### src/rtl/button_events_if.sv
// Button event bus: debounced button level and enable in, event strobes and held level out.
interface button_events_if;
  logic btn_in;
  logic en;
  logic press_pulse;
  logic release_pulse;
  logic long_pulse;
  logic repeat_pulse;
  logic held;

  modport master (
    output btn_in, en,
    input  press_pulse, release_pulse, long_pulse, repeat_pulse, held
  );

  modport slave (
    input  btn_in, en,
    output press_pulse, release_pulse, long_pulse, repeat_pulse, held
  );
endinterface

### src/rtl/button_events.sv
// Turns a clean button level into press / release / long-press / auto-repeat strobes.
// A button already down at reset or enable is ignored until it has been seen released.
module button_events #(
  parameter int CNT_W         = 26,
  parameter int LONG_CYCLES   = 50_000_000,
  parameter int REPEAT_CYCLES = 10_000_000
) (
  input logic           clk,
  input logic           rst,
  button_events_if.slave bus
);

  typedef enum logic [1:0] {LOCKOUT, IDLE, PRESSED, REPEAT} state_e;

  localparam logic [CNT_W-1:0] LONG_LAST   = CNT_W'(LONG_CYCLES - 1);
  localparam logic [CNT_W-1:0] REPEAT_LAST = CNT_W'(REPEAT_CYCLES - 1);

  state_e           state_q;
  logic [CNT_W-1:0] cnt_q;
  logic             press_q, release_q, long_q, repeat_q, held_q;

  // en=0 outranks everything, then release, then the hold thresholds.
  always_ff @(posedge clk or posedge rst) begin
    if (rst) begin
      state_q   <= LOCKOUT;
      cnt_q     <= '0;
      press_q   <= 1'b0;
      release_q <= 1'b0;
      long_q    <= 1'b0;
      repeat_q  <= 1'b0;
      held_q    <= 1'b0;
    end else begin
      press_q   <= 1'b0;
      release_q <= 1'b0;
      long_q    <= 1'b0;
      repeat_q  <= 1'b0;
      if (!bus.en) begin
        state_q <= LOCKOUT;
        cnt_q   <= '0;
        held_q  <= 1'b0;
      end else begin
        case (state_q)
          LOCKOUT: begin
            if (!bus.btn_in) state_q <= IDLE;
          end
          IDLE: begin
            if (bus.btn_in) begin
              state_q <= PRESSED;
              cnt_q   <= '0;
              press_q <= 1'b1;
              held_q  <= 1'b1;
            end
          end
          PRESSED: begin
            if (!bus.btn_in) begin
              state_q   <= IDLE;
              cnt_q     <= '0;
              release_q <= 1'b1;
              held_q    <= 1'b0;
            end else if (cnt_q == LONG_LAST) begin
              state_q <= REPEAT;
              cnt_q   <= '0;
              long_q  <= 1'b1;
            end else begin
              cnt_q <= cnt_q + CNT_W'(1);
            end
          end
          REPEAT: begin
            if (!bus.btn_in) begin
              state_q   <= IDLE;
              cnt_q     <= '0;
              release_q <= 1'b1;
              held_q    <= 1'b0;
            end else if (cnt_q == REPEAT_LAST) begin
              cnt_q    <= '0;
              repeat_q <= 1'b1;
            end else begin
              cnt_q <= cnt_q + CNT_W'(1);
            end
          end
          default: begin
            state_q <= LOCKOUT;
            cnt_q   <= '0;
            held_q  <= 1'b0;
          end
        endcase
      end
    end
  end

  assign bus.press_pulse   = press_q;
  assign bus.release_pulse = release_q;
  assign bus.long_pulse    = long_q;
  assign bus.repeat_pulse  = repeat_q;
  assign bus.held          = held_q;

endmodule

### src/flat_wrapper.sv
// flat-port wrapper written by rule: the top's interface ports become plain ports
module button_events_flat 
#(
  parameter int CNT_W         = 26,
  parameter int LONG_CYCLES   = 50_000_000,
  parameter int REPEAT_CYCLES = 10_000_000
)
  (clk, rst, bus_btn_in, bus_en, bus_press_pulse, bus_release_pulse, bus_long_pulse, bus_repeat_pulse, bus_held);
  button_events_if bus_i ();
  input logic clk;
  input logic rst;
  input wire logic [$bits(bus_i.btn_in)-1:0] bus_btn_in;
  input wire logic [$bits(bus_i.en)-1:0] bus_en;
  output wire logic [$bits(bus_i.press_pulse)-1:0] bus_press_pulse;
  output wire logic [$bits(bus_i.release_pulse)-1:0] bus_release_pulse;
  output wire logic [$bits(bus_i.long_pulse)-1:0] bus_long_pulse;
  output wire logic [$bits(bus_i.repeat_pulse)-1:0] bus_repeat_pulse;
  output wire logic [$bits(bus_i.held)-1:0] bus_held;
  assign bus_i.btn_in = bus_btn_in;
  assign bus_i.en = bus_en;
  assign bus_press_pulse = bus_i.press_pulse;
  assign bus_release_pulse = bus_i.release_pulse;
  assign bus_long_pulse = bus_i.long_pulse;
  assign bus_repeat_pulse = bus_i.repeat_pulse;
  assign bus_held = bus_i.held;
  button_events #(.CNT_W(CNT_W), .LONG_CYCLES(LONG_CYCLES), .REPEAT_CYCLES(REPEAT_CYCLES)) u_core (.clk(clk), .rst(rst), .bus(bus_i));
endmodule
### config.mk
export PLATFORM = sky130hd
export DESIGN_NAME = button_events_flat
export DESIGN_NICKNAME = d
export VERILOG_FILES = /design/src/rtl/button_events_if.sv /design/src/rtl/button_events.sv /design/src/flat_wrapper.sv
export SDC_FILE = /design/constraint.sdc
export NUM_CORES = 1
export LEC_CHECK = 0
export ABC_AREA = 0
export CAP_MARGIN = 20
export CORE_AREA = 5 5 65 67
export CTS_CLUSTER_SIZE = 40
export DETAILED_ROUTE_END_ITERATION = 10
export DIE_AREA = 0 0 70 72
export DONT_BUFFER_PORTS = 1
export PLACE_DENSITY = 0.73
export SLEW_MARGIN = 25
export SYNTH_ARGS = -nofsm -noshare
export SYNTH_HDL_FRONTEND = slang
export SYNTH_SLANG_ARGS = --single-unit
### constraint.sdc
create_clock -name clk -period 2.1 [get_ports clk]
set_clock_uncertainty 0.15 [all_clocks]
set_input_delay 0.315 -clock clk [delete_from_list [all_inputs] [get_ports clk]]
set_output_delay 0.315 -clock clk [all_outputs]
set_load 0.02 [all_outputs]
# [Yosys cells after proc, flatten, opt, wreduce, memory -nomap -nowiden]
# Cells that the tools add are included.
[word_totals] ff_bits=33 out_inout_bits=5 elab_cells=56
[classes] addsub=1 n_eq_ne=11 muxes=31 n_reduce_logical=6
[op_table] op="26-bit two-way mux" n=6
[op_table] op="26-bit one-hot mux with 3 select lines" n=1
[op_table] op="26-bit by 1-bit adder with 26-bit output (second input constant)" n=1
[op_table] op="26-bit by 24-bit == test with 1-bit output (second input constant)" n=1
[op_table] op="26-bit == test (second input constant)" n=1
[op_table] op="1-bit two-way mux" n=17
[op_table] op="2-bit two-way mux" n=5
[op_table] op="3-bit != test (second input constant)" n=3
[op_table] op="2-bit one-hot mux with 3 select lines" n=1
[op_table] op="3-bit AND reduction" n=2
[op_table] op="2-bit == test (second input constant)" n=2
[op_table] op="4-bit by 1-bit != test with 1-bit output (second input constant)" n=1
[op_table] op="4-bit by 3-bit != test with 1-bit output (second input constant)" n=1
[op_table] op="2-bit OR reduction" n=2
[op_table] op="3-bit by 2-bit != test with 1-bit output (second input constant)" n=1
[op_table] op="2-bit by 1-bit == test with 1-bit output (second input constant)" n=1
[op_table] op="2-bit zero test" n=1
[op_table] op="1-bit one-hot mux with 2 select lines" n=1
[op_table] op="2-bit AND reduction" n=1

# [Logic depth before layout (Yosys ltp)]
[depth] ltp_word=5 depth_mapped=8

# [Worst setup path after synthesis]
# OpenSTA, ideal clock, no wires.
[synth_path] kind="flip-flop to flip-flop" startpoint="register u_core.cnt_q[18]" endpoint="register u_core.cnt_q[6]" setup_time_ns=0.134 arrival_time_ns=1.963 slack_ns=-0.148 path_stages_with_launch=7 path_buffers=1 period_less_slack_ns=2.248 path_cell_list="dfrtp_1 > or4_1 > nor4_2 > a21boi_1 > o21ai_1 > buf_2 > o211ai_1"
[synth_between] elab_chain_len=5
[synth_lines] element="from (decl)" line="button_events.sv:19" rtl="logic [CNT_W-1:0] cnt_q;"
[synth_lines] element="from (signal assigned)" line="button_events.sv:65" rtl="cnt_q <= cnt_q + CNT_W'(1);"
[synth_lines] element="from (signal assigned)" line="button_events.sv:78" rtl="cnt_q <= cnt_q + CNT_W'(1);"
[synth_lines] element="26-bit by 24-bit == test with 1-bit output / 26-bit == test (equally long branches)" line="button_events.sv:74, button_events.sv:60"
[synth_lines] element="26-bit two-way mux (on tied branches)" line="button_events.sv:74, button_events.sv:60"
[synth_lines] element="26-bit two-way mux (on tied branches)" line="button_events.sv:69, button_events.sv:55"
[synth_lines] element="26-bit one-hot mux with 3 select lines (*)" line="button_events.sv:42" rtl="case (state_q)"
[synth_lines] element="26-bit two-way mux (*)" line="button_events.sv:37" rtl="if (!bus.en) begin"
# Mark *: on every way between the ends. The rest lies on a longest branch, timed or not.
# A chain may end at the register's enable or synchronous reset.

# [Worst setup path after layout]
[layout_path] startpoint="register u_core.cnt_q[18]" endpoint="register u_core.cnt_q[11]"
# Same word-level chain as after synthesis.

==> flow_summary.yaml <==
cts:
  cts_buffer_depth: 2
  h-tree-depth: 2
  cts_tree: "built"
  cts_root_buf: "clkbuf_4"
  cts_buffers: 5
  cts.sinks: 33
  clk_pin_slew_ps: 110
  clock_latency_ps: 350
pwr:
  p_leak_nw: 1.03
  vdd_drop_max_v: 0.000278
  power_density_mw_per_mm2: 648
worst_setup_path:
  crit_type: "flip-flop to flip-flop"
  cp.required_ps: 2190
  regToRegEndpoint: "u_core.cnt_q[11]"
  ff2ff_path_depth: 7
  endpoint_kind: "flip-flop"
  cp_data_arrival_time_ps: 2220
  reg2reg_from: "u_core.cnt_q[18]"
  path_max_fanout: 8
  reg2reg_slack_ps: -30
  start_kind: "flip-flop"
logic_synthesis:
  synthAdderAreaFrac_pct: 2.67
  ys_seq_elements: 33
  synthFlopType: "dfrtp_1"
  netlist_top_cells_count: "33 x dfrtp_1, 22 x nand2_1, 16 x nand4_1, 11 x a21oi_1, 11 x o21ai_0"
  yosysUniqueCellTypes: 40
  yosys.area.top_type: "dfrtp_1"
  async_flop_share_pct: 100
  yosysMostFrequentCell: "dfrtp_1"
  synthMuxAreaShare_pct: 0
  synth.avg_cell_area_um2: 9.01
  synth_warnings: 0
  synth_compound_area_share_pct: 17.1
  yosys.area.top_type_share_pct: 44.1
  synthSimpleGateAreaFrac_pct: 27.8
  synth_area_mm2: 0.00187
  ys_top_cells_by_area: "dfrtp_1 44%, nand4_1 5.3%, xor2_1 4.7%, nand2_1 4.4%, a21oi_1 2.9%"
  synth_edf_count: 0
  synth_top_family_by_area: "simple AND/OR/NAND/NOR gates"
  ys_seq_area_share_pct: 44.1
  syn_inst: 208
  syn_nets: 216
  synth_xor_area_share_pct: 4.68
cells_and_area:
  n_antenna_cell: 0
  final_layout_size_suffix_gt1_share_pct: 31.5
  final_cell_area_mm2: 0.00245
  fillCellCount: 267
  syn2layout_area_growth_pct: 30.6
  final_core_util_pct: 68.4
  multi_input_area_mm2: 0.00112
  seqCellArea_um2: 826
  nets: 255
sta:
  relSlewSlack_pct: 66.3
  fin_hold_ws_ps: 59.8
  fmax_ghz: 0.469
  timing.final.ws_setup_ps: -31.1
  slew_violations: 0
  finalCritPeriodShare_pct: 101
  fin_crit_ps: 2130
  grt_setup_unrepaired: "true"
  hold_viol_final: 0
  setup-violations-final: 11
  worstMarginPinSlew_ps: 505
job:
  drv_cap: 0
floorplanning:
  num_rows: 22
  ios: 9
  start_util_pct: 52.3
  core_mm2: 0.00358
  die_area_mm2: 0.00504
  fp.dieH_um: 72
  die_x_um: 70
grt:
  grt_pass1_wl_um: 8360
  antenna_found_initial: 0
  grt_pass1_vias: 1787
  grt_overflow: 0
  grt_usage_pct: 20.6
  grt_max_degree: 34
detailed_routing:
  vias_per_cell: 6.26
  post-route-drc-count: 0
  drt_iter0_markers: 134
  vias: 1852
  wirelength_um: 5300
  dr.pass1.iters: 5
  post_drt_wl_per_cell_um: 17.9
  ant_nets: 0
min_path:
  hold_start: "bus_btn_in"
  hp-class: "input port to flip-flop"
  whs_path_depth: 2
  hold-path-endpoint: "u_core.state_q[1]"
placement:
  port_buffers: 0
  dpl_cell_area_mm2: 0.00215
  place_ws_ps: -104
  gp_congestion: 0.893
  hpwl_um: 3480
run_status:
  violations: "negative setup slack"
  outcome: "finished, violations left"
[logic make-up (layout without fill, tap and decap cells)]
family | Yosys count | in the layout
and+or+nand+nor | 94 | 94
AOI/OAI and AO/OA | 50 | 50
DFF | 33 | 33
buffers and inverters | 17 | 57
xor gates and xnor gates | 10 | 10
adders and majority gates | 4 | 4
[cell usage in the layout (no fill, tap or decap), drive strengths merged, types with 2 or more instances in the layout]
cell         synthesis  layout
xor2                10      10
or2                  3       3
or3                  8       8
clkbuf               4       7
buf                  6      38
nand2               22      22
nor3                 9       9
o2111ai              2       2
nor2b                3       3
dfrtp               33      33
inv                  7       7
o211ai               3       3
o221ai               5       5
a22oi                6       6
o21ai               15      15
nand3                5       5
nor2                 7       7
ha                   4       4
nand4               16      16
o21a                 2       2
nand4b               2       2
and2                 5       5
and3                 6       6
dlygate4sd3          0       4
nor4                 2       2
a21oi               11      11
a21boi               2       2
[metrics by stage]
step / power, mW / cells / setup TNS, ps
after floorplan: 0.908 / 208 / 0
after global placement: 1.01 / 278 / 0
after detailed placement: 1.04 / 278 / -706
after CTS: 1.49 / 291 / -114
after global routing: 1.66 / 296 / -1110
final: 1.58 / 296 / -134
[worst max-delay path by stage]
stage	from	to	slack (ps)	depth (start not counted)
global route	u_core.state_q[1]	u_core.cnt_q[14]	-80	8
finish	u_core.cnt_q[18]	u_core.cnt_q[11]	-30	7
floorplan	u_core.cnt_q[18]	u_core.state_q[0]	6	6
global placement	u_core.cnt_q[18]	u_core.cnt_q[16]	10	7
CTS	u_core.cnt_q[18]	u_core.state_q[0]	-30	6
detailed placement	u_core.cnt_q[18]	u_core.state_q[0]	-100	6
[worst max-delay path, cell delays in order (launching register included)]
cell      delay, ps
dfrtp_1         420
or4_4           530
nor4_4          190
buf_4           180
a21boi_4         60
o21ai_4         200
buf_6           190
a21oi_1          90
[power breakdown]
part	internal (mW)	total (mW)	switching (mW)
Sequential	0.657	0.690	0.0323
Combinational	0.195	0.463	0.268
Clock	0.194	0.431	0.237
[layout make-up]
| class | instances | share of cell area [%] |
|---|---|---|
| well taps | 48 | 2.46 |
| repair buffers | 42 | 14.1 |
| flip-flops and latches | 33 | 33.8 |
| multi-input cells | 158 | 45.8 |
| clock inverters | 1 | 0.205 |
| clock buffers | 7 | 2.66 |
| inverters | 7 | 1.07 |
[per-layer routing]
metal	wire length [um]	GRT usage (%)
met5	0	0
met4	95	7.87
met3	309	5.82
met2	2710	35.0
met1	2190	24.9
[state kept, by name, indices dropped and copies added (netlist names)]
| signal | count |
|---|---|
| u_core.state_q | 2 |
| u_core.cnt_q | 26 |
| u_core.bus.long_pulse | 1 |
| u_core.bus.release_pulse | 1 |
| u_core.bus.held | 1 |
| u_core.bus.repeat_pulse | 1 |
| u_core.bus.press_pulse | 1 |
[timing repair]
| item | CTS | global route |
|---|---|---|
| hold endpoints to repair | 38 | 0 |
| gates cloned | 0 | 1 |
| setup endpoints to repair | 17 | 28 |
| resized for setup | 8 | 30 |
| pin swaps | 2 | 17 |
| hold buffers | 4 | 0 |
| buffers inserted | 1 | 4 |
No activity file was read; power rests on OpenSTA's default activity.
